**config.mk**
```make
export PLATFORM = sky130hd
export DESIGN_NAME = fetch_sequencer
export DESIGN_NICKNAME = d
export VERILOG_FILES = /design/src/rtl/fetch_pkg.sv /design/src/rtl/fetch_wait_timer.sv /design/src/rtl/fetch_sequencer.sv
export SDC_FILE = /design/constraint.sdc
export NUM_CORES = 1
export LEC_CHECK = 0
export BUFFER_PORTS_ARGS = -buffer_cell sky130_fd_sc_hd__buf_2
export CORE_AREA = 2 2 39 41
export CTS_CLUSTER_SIZE = 14
export DETAILED_ROUTE_END_ITERATION = 8
export DIE_AREA = 0 0 41 43
export GPL_TIMING_DRIVEN = 0
export PLACE_DENSITY = 0.6
export SYNTH_ARGS = -nofsm -noshare
export SYNTH_HDL_FRONTEND = slang
export SYNTH_HIERARCHICAL = 1
export SYNTH_SLANG_ARGS = --single-unit
```
**constraint.sdc**
```tcl
create_clock -name Clock -period 3.3 [get_ports Clock]
set_input_delay 0.495 -clock Clock [delete_from_list [all_inputs] [get_ports Clock]]
set_output_delay 0.495 -clock Clock [all_outputs]
set_load 0.005 [all_outputs]
```
**src/rtl/fetch_pkg.sv**
```systemverilog
// Shared types for the instruction fetch sequencer: Register FunSel codes and FSM states.
package fetch_pkg;

   localparam logic [2:0] FS_DEC   = 3'b000;
   localparam logic [2:0] FS_INC   = 3'b001;
   localparam logic [2:0] FS_LOAD  = 3'b010;
   localparam logic [2:0] FS_CLR   = 3'b011;
   localparam logic [2:0] FS_CLRWL = 3'b100;
   localparam logic [2:0] FS_WL    = 3'b101;
   localparam logic [2:0] FS_WH    = 3'b110;
   localparam logic [2:0] FS_SEXT  = 3'b111;

   typedef enum logic [2:0] {
      S_CLR = 3'd0,
      S_B0  = 3'd1,
      S_B1  = 3'd2,
      S_VAL = 3'd3,
      S_ERR = 3'd4
   } fetch_state_e;

endpackage

```
**src/rtl/fetch_wait_timer.sv**
```systemverilog
// Counts consecutive cycles spent waiting for a memory byte and flags the timeout cycle.
module fetch_wait_timer #(
   parameter int MAX_WAIT = 15
) (
   input  logic Clock,
   input  logic Reset,
   input  logic wait_s,
   output logic timeout_s
);
   localparam int CW = (MAX_WAIT > 0) ? $clog2(MAX_WAIT + 1) : 1;

   logic [CW-1:0] wait_cnt_r;

   // Wait counter: runs while a byte is outstanding, clears otherwise.
   always_ff @(posedge Clock) begin
      if (Reset) begin
         wait_cnt_r <= '0;
      end else if (wait_s) begin
         wait_cnt_r <= wait_cnt_r + CW'(1);
      end else begin
         wait_cnt_r <= '0;
      end
   end

   // With MAX_WAIT of zero the counter just wraps and never times out.
   assign timeout_s = (MAX_WAIT != 0) && wait_s && (wait_cnt_r == CW'(MAX_WAIT));

endmodule

```
**src/rtl/fetch_sequencer.sv**
```systemverilog
// Fetch control FSM driving the PC and IR Register blocks, two bytes per instruction.
// Define FETCH_INSTR_COUNT_EN to add the InstrCount output.
module fetch_sequencer
   import fetch_pkg::*;
#(
   parameter int LOW_FIRST = 1,
   parameter int MAX_WAIT  = 15
) (
   input  logic        Clock,
   input  logic        Reset,
   input  logic        MemRdy,
   output logic        MemRead,
   input  logic        InstrReady,
   output logic        InstrValid,
   input  logic        BranchEn,
   output logic        PC_E,
   output logic [2:0]  PC_FunSel,
   output logic        IR_E,
   output logic [2:0]  IR_FunSel,
   output logic        FetchErr
`ifdef FETCH_INSTR_COUNT_EN
   ,
   output logic [15:0] InstrCount
`endif
);
   localparam logic [2:0] FS_FIRST  = (LOW_FIRST != 0) ? FS_CLRWL : FS_WH;
   localparam logic [2:0] FS_SECOND = (LOW_FIRST != 0) ? FS_WH : FS_WL;

   fetch_state_e state_r;
   fetch_state_e state_nxt_s;
   logic         wait_s;
   logic         timeout_s;

   assign wait_s = !Reset && !MemRdy && ((state_r == S_B0) || (state_r == S_B1));

   fetch_wait_timer #(
      .MAX_WAIT (MAX_WAIT)
   ) u_wait_timer (
      .Clock     (Clock),
      .Reset     (Reset),
      .wait_s    (wait_s),
      .timeout_s (timeout_s)
   );

   // State register.
   always_ff @(posedge Clock) begin
      if (Reset) begin
         state_r <= S_CLR;
      end else begin
         state_r <= state_nxt_s;
      end
   end

   // Next state and register commands; all outputs stay low while Reset is high.
   always_comb begin
      state_nxt_s = state_r;
      MemRead     = 1'b0;
      InstrValid  = 1'b0;
      PC_E        = 1'b0;
      PC_FunSel   = FS_DEC;
      IR_E        = 1'b0;
      IR_FunSel   = FS_DEC;
      FetchErr    = 1'b0;
      if (Reset) begin
         state_nxt_s = S_CLR;
      end else begin
         case (state_r)
            S_CLR: begin
               PC_E        = 1'b1;
               PC_FunSel   = FS_CLR;
               IR_E        = 1'b1;
               IR_FunSel   = FS_CLR;
               state_nxt_s = S_B0;
            end
            S_B0: begin
               MemRead = 1'b1;
               if (MemRdy) begin
                  PC_E        = 1'b1;
                  PC_FunSel   = FS_INC;
                  IR_E        = 1'b1;
                  IR_FunSel   = FS_FIRST;
                  state_nxt_s = S_B1;
               end else if (timeout_s) begin
                  state_nxt_s = S_ERR;
               end else begin
                  state_nxt_s = S_B0;
               end
            end
            S_B1: begin
               MemRead = 1'b1;
               if (MemRdy) begin
                  PC_E        = 1'b1;
                  PC_FunSel   = FS_INC;
                  IR_E        = 1'b1;
                  IR_FunSel   = FS_SECOND;
                  state_nxt_s = S_VAL;
               end else if (timeout_s) begin
                  state_nxt_s = S_ERR;
               end else begin
                  state_nxt_s = S_B1;
               end
            end
            S_VAL: begin
               // IR is never enabled here, so the instruction is stable while offered.
               InstrValid = 1'b1;
               if (InstrReady) begin
                  if (BranchEn) begin
                     PC_E      = 1'b1;
                     PC_FunSel = FS_LOAD;
                  end else begin
                     PC_E      = 1'b0;
                  end
                  state_nxt_s = S_B0;
               end else begin
                  state_nxt_s = S_VAL;
               end
            end
            S_ERR: begin
               FetchErr    = 1'b1;
               state_nxt_s = S_ERR;
            end
            default: begin
               state_nxt_s = S_CLR;
            end
         endcase
      end
   end

`ifdef FETCH_INSTR_COUNT_EN
   logic [15:0] instr_count_r;

   // Accepted-instruction counter, wraps at 16'hFFFF.
   always_ff @(posedge Clock) begin
      if (Reset) begin
         instr_count_r <= 16'h0000;
      end else if (InstrValid && InstrReady) begin
         instr_count_r <= instr_count_r + 16'h0001;
      end else begin
         instr_count_r <= instr_count_r;
      end
   end

   assign InstrCount = instr_count_r;
`endif

endmodule

```
---- Yosys cells after proc, flatten, opt, wreduce, memory -nomap -nowiden ----
Cells that the tools add are included.
operators by class
  add/sub/neg operators ................... 1
  equality and inequality tests ........... 5
  muxes and demuxes ....................... 28
  bitwise gates (word level) .............. 1
  reductions and logical operators ........ 9
operators by type and width
  kind                                                             count
  3-bit 2-to-1 mux                                                 7
  3-bit one-hot mux with 5 select lines                            1
  1-bit 2-to-1 mux                                                 12
  3-bit one-hot mux with 3 select lines                            1
  2-bit 2-to-1 mux                                                 4
  3-bit by 2-bit == test with 1-bit output, second input constant  2
  2-bit one-hot mux with 3 select lines                            1
  4-bit by 1-bit adder with 4-bit output, second input constant    1
  4-bit == test, second input constant                             1
  2-bit OR reduction                                               2
  3-bit by 1-bit == test with 1-bit output, second input constant  1
  3-bit == test, second input constant                             1
  1-bit logical AND                                                3
  3-bit logical NOT                                                1
  1-bit one-hot mux with 3 select lines                            1
  1-bit logical NOT                                                2
  1-bit one-hot mux with 2 select lines                            1
  1-bit logical OR                                                 1
  1-bit NOT                                                        1
word-level totals
  register bits ........................... 7
  output and inout port bits .............. 11

---- Longest topological paths before layout ----
  depth after elaboration ................. 7
  gate-level depth with buffers ........... 7
  mapped depth without buffers ............ 6

---- By module ----
The synthesis kept the hierarchy.
modules (own cells, without submodules)
  module            times used  cells each  area each (um^2)  sequential area each (um^2)
  fetch_sequencer   1           40          286.5             60.1
  fetch_wait_timer  1           16          165.2             80.1

---- Worst setup path before layout ----
No wires, ideal clock.
  path type ............................... input port to flip-flop
  from .................................... in Reset
  to ...................................... reg state_r[2]
  library setup time ...................... 0.092 ns
  data arrival time ....................... 1.630 ns
  setup slack ............................. 1.578 ns
  cell stages on the path ................. 6
  buffers on the path ..................... 1
  cells stage by stage .................... or2_4 buf_6 nor3_1 and4_2 nand2b_2 o32ai_1
between the ends
  word-level cells in the longest chain between the ends .. 7
RTL lines
  element                                  line                                          text
  from (decl)                              fetch_sequencer.sv:10                         input logic Reset,
  1-bit logical NOT *                      fetch_sequencer.sv:34                         assign wait_s = !Reset && !MemRdy && ((state_r == S_B0) || (state_r == S_B1));
  1-bit logical AND * (2 in a row)         fetch_sequencer.sv:34
  net wait_s                               fetch_sequencer.sv:31                         logic wait_s;
  1-bit logical AND *                      fetch_wait_timer.sv:26                        assign timeout_s = (MAX_WAIT != 0) && wait_s && (wait_cnt_r == CW'(MAX_WAIT));
  net timeout_s                            fetch_sequencer.sv:32                         logic timeout_s;
  3-bit 2-to-1 mux (on tied branches)      fetch_sequencer.sv:97, fetch_sequencer.sv:83
  3-bit 2-to-1 mux (on tied branches)      fetch_sequencer.sv:91, fetch_sequencer.sv:77
  3-bit one-hot mux with 5 select lines *  fetch_sequencer.sv:67                         case (state_r)
  to (signal assigned)                     fetch_sequencer.sv:50                         state_r <= state_nxt_s;
  to (decl)                                fetch_sequencer.sv:29                         fetch_state_e state_r;
Mark *: on every way through the listed nets, which the timed path passes. The rest lies on a longest branch.
A chain may end at the register's enable or synchronous reset.

---- Final worst setup path ----
  from .................................... in Reset
  to ...................................... out IR_FunSel[1]
between the ends
  word-level cells in the longest chain between the ends .. 1
RTL lines
  element           line                   text
  3-bit 2-to-1 mux  fetch_sequencer.sv:64  if (Reset) begin
  to (decl)         fetch_sequencer.sv:19  output logic [2:0] IR_FunSel,
Every way passes these cells.

==> qor.yml <==
antenna_found_initial: 0
cts_tree: "yes"
vias: 420
p_total_mw: 0.216
synth.distinct_cells: 28
synth_adder_area_share: 0.0526
timing.final.max_slew_violations: 0
yosysSeqAreaShare: 0.310
hold_violations: 0
arrival_ps: 1380
synth-edff-count: 0
wl_per_cell_um: 10.3
synthCells: 56
stdcell_count: 90
postCtsResizedCells: 0
peakVddDrop_v: 0.000194
period_minus_slack_ps: 1880
drt-vias-per-instance: 4.67
ys.flop_type: "dfxtp_1"
synth_top_area_share: 0.310
place_area_sq_um: 542
fp.dieH_um: 43
synth-xor-area-share: 0.0388
ios: 16
crit_path_end_kind: "output pin"
nFillCells: 154
placed_cells: 86
grt_max_degree: 11
initial_core_util: 0.326
drt-initial-drc-count: 6
worst_hold_slack_ps: 447
design.die.area_sq_um: 1760
min_period_over_period: 0.569
critPathMaxFanout: 10
cts.clk_slew.worst_paths_ps: 50
drt_first_pass_iters: 2
core_region_area_sq_um: 1380
cp-start-kind: "input pin"
dpl_worst_slack_ps: 1260
cap_violations: 0
power.density_nw_per_um2: 380
num_rows: 14
drc_errors: 0
yosysTopAreaCell: "dfxtp_1"
nNetsFinal: 81
cts_buffer_depth: 2
synth_seq_cells: 7
setup_ws_ps: 1420
avgSynthCellArea_sq_um: 8.07
clock_sinks: 7
wl_um: 925
root_buffer: "clkbuf_4"
required_ps: 2800
synth-async-reset-ratio: 0
final_cell_area_sq_um: 568
cts_made_buffers: 3
setup_violations: 0
max_freq_mhz: 533
critPathKind: "input pin to output pin"
portBuffers: 14
chipWidth_um: 41
netlist_area_sq_um: 452
synth_compound_area_frac: 0.0803
area.growth.synth_to_final_pct: 25.8
n_antenna_cell: 0
drive_above_1_share: 0.365
rsz0062_at_grt: "false"
cts_setup_buffers: 0
synth_area_leaders: "dfxtp_1, nor2_1, buf_6"
ant_nets: 0
clkLatencyLatePin_ps: 250
track_usage: 0.116
gp_congestion: 0.652
cts_max_level: 1
hold_buffers: 0
syn_nets: 62
fin_tns_setup_ps: 0
yosysWarnings: 6
synthSimpleGateAreaFrac: 0.388
hp-class: "register to register"
outcome: "complete, no violations"
first_global_vias: 361
synth_top_family_by_area: "simple AND/OR/NAND/NOR gates"
skew_ps: 3.24
leakagePower_nw: 0.260
globalRouteOverflowTotal: 0
grt_pass1_wl_um: 1370
final_core_util: 0.410
post-dp-hpwl_um: 707
synthMuxAreaShare: 0.0222
## critical path: stages
cell and delay (ps):
buf_2 130, or2_4 270, buf_6 140, a211oi_2 200
buf_2 140
## routing by layer
metal  GRT usage  wire [um]  up-vias
li1            -          -      227
met1       0.127        427      180
met2       0.181        429       13
met3      0.0157         68        0
met4       0.100          0        0
met5           0          0        -
## where the power goes
part	internal (mW)	total, mW	switching (mW)
registers	0.0873	0.0896	0.00238
clock network	0.0461	0.0770	0.0309
logic	0.0236	0.0490	0.0254
## path summary, 6_finish.rpt
path,startpoint,to,slack (ps),cells past startpoint
max,Reset,IR_FunSel[1],1420,5
min,u_wait_timer/wait_cnt_r[0],u_wait_timer/wait_cnt_r[0],450,1
max reg2reg,state_r[2],state_r[2],1600,6
min reg2reg,u_wait_timer/wait_cnt_r[0],u_wait_timer/wait_cnt_r[0],450,1
## registers in the layout, summed over array words and instances (netlist names)
register,flops
state_r,3
u_wait_timer/wait_cnt_r,4
## cell type report
cell class | count | area (sq um) | area share
repair buffers | 14 | 70.1 | 0.123
multi-input cells | 43 | 267 | 0.469
flip-flops and latches | 7 | 140 | 0.247
clock buffers | 4 | 26.3 | 0.0463
plain buffers | 4 | 37.5 | 0.0661
well taps | 16 | 20.0 | 0.0352
inverters | 2 | 7.51 | 0.0132
## Yosys cell counts, types with 2 or more instances
master,number
nor2_1,13
dfxtp_1,7
nor3_1,4
a21oi_1,2
buf_4,2
buf_6,2
nand2_1,2
nor3b_1,2
nor4_1,2
xnor2_1,2
## cell families (layout without fill, tap and decap cells)
kind of cell	count (synthesis)	in the layout
simple gates	32	32
flops	7	7
buf+inv	6	24
compound gates	5	5
fa+ha+maj	2	2
xor+xnor	2	2
other cells	1	1
mux	1	1
## cells in the final DEF, fill, tap and decap left out, types with 2 or more instances in the layout
cell type   n
a21oi_1     2
buf_2      14
buf_4       2
buf_6       2
clkbuf_4    3
dfxtp_1     7
nand2_1     2
nor2_1     13
nor3_1      4
nor3b_1     2
nor4_1      2
xnor2_1     2
No activity file was read; power rests on OpenSTA's default activity.
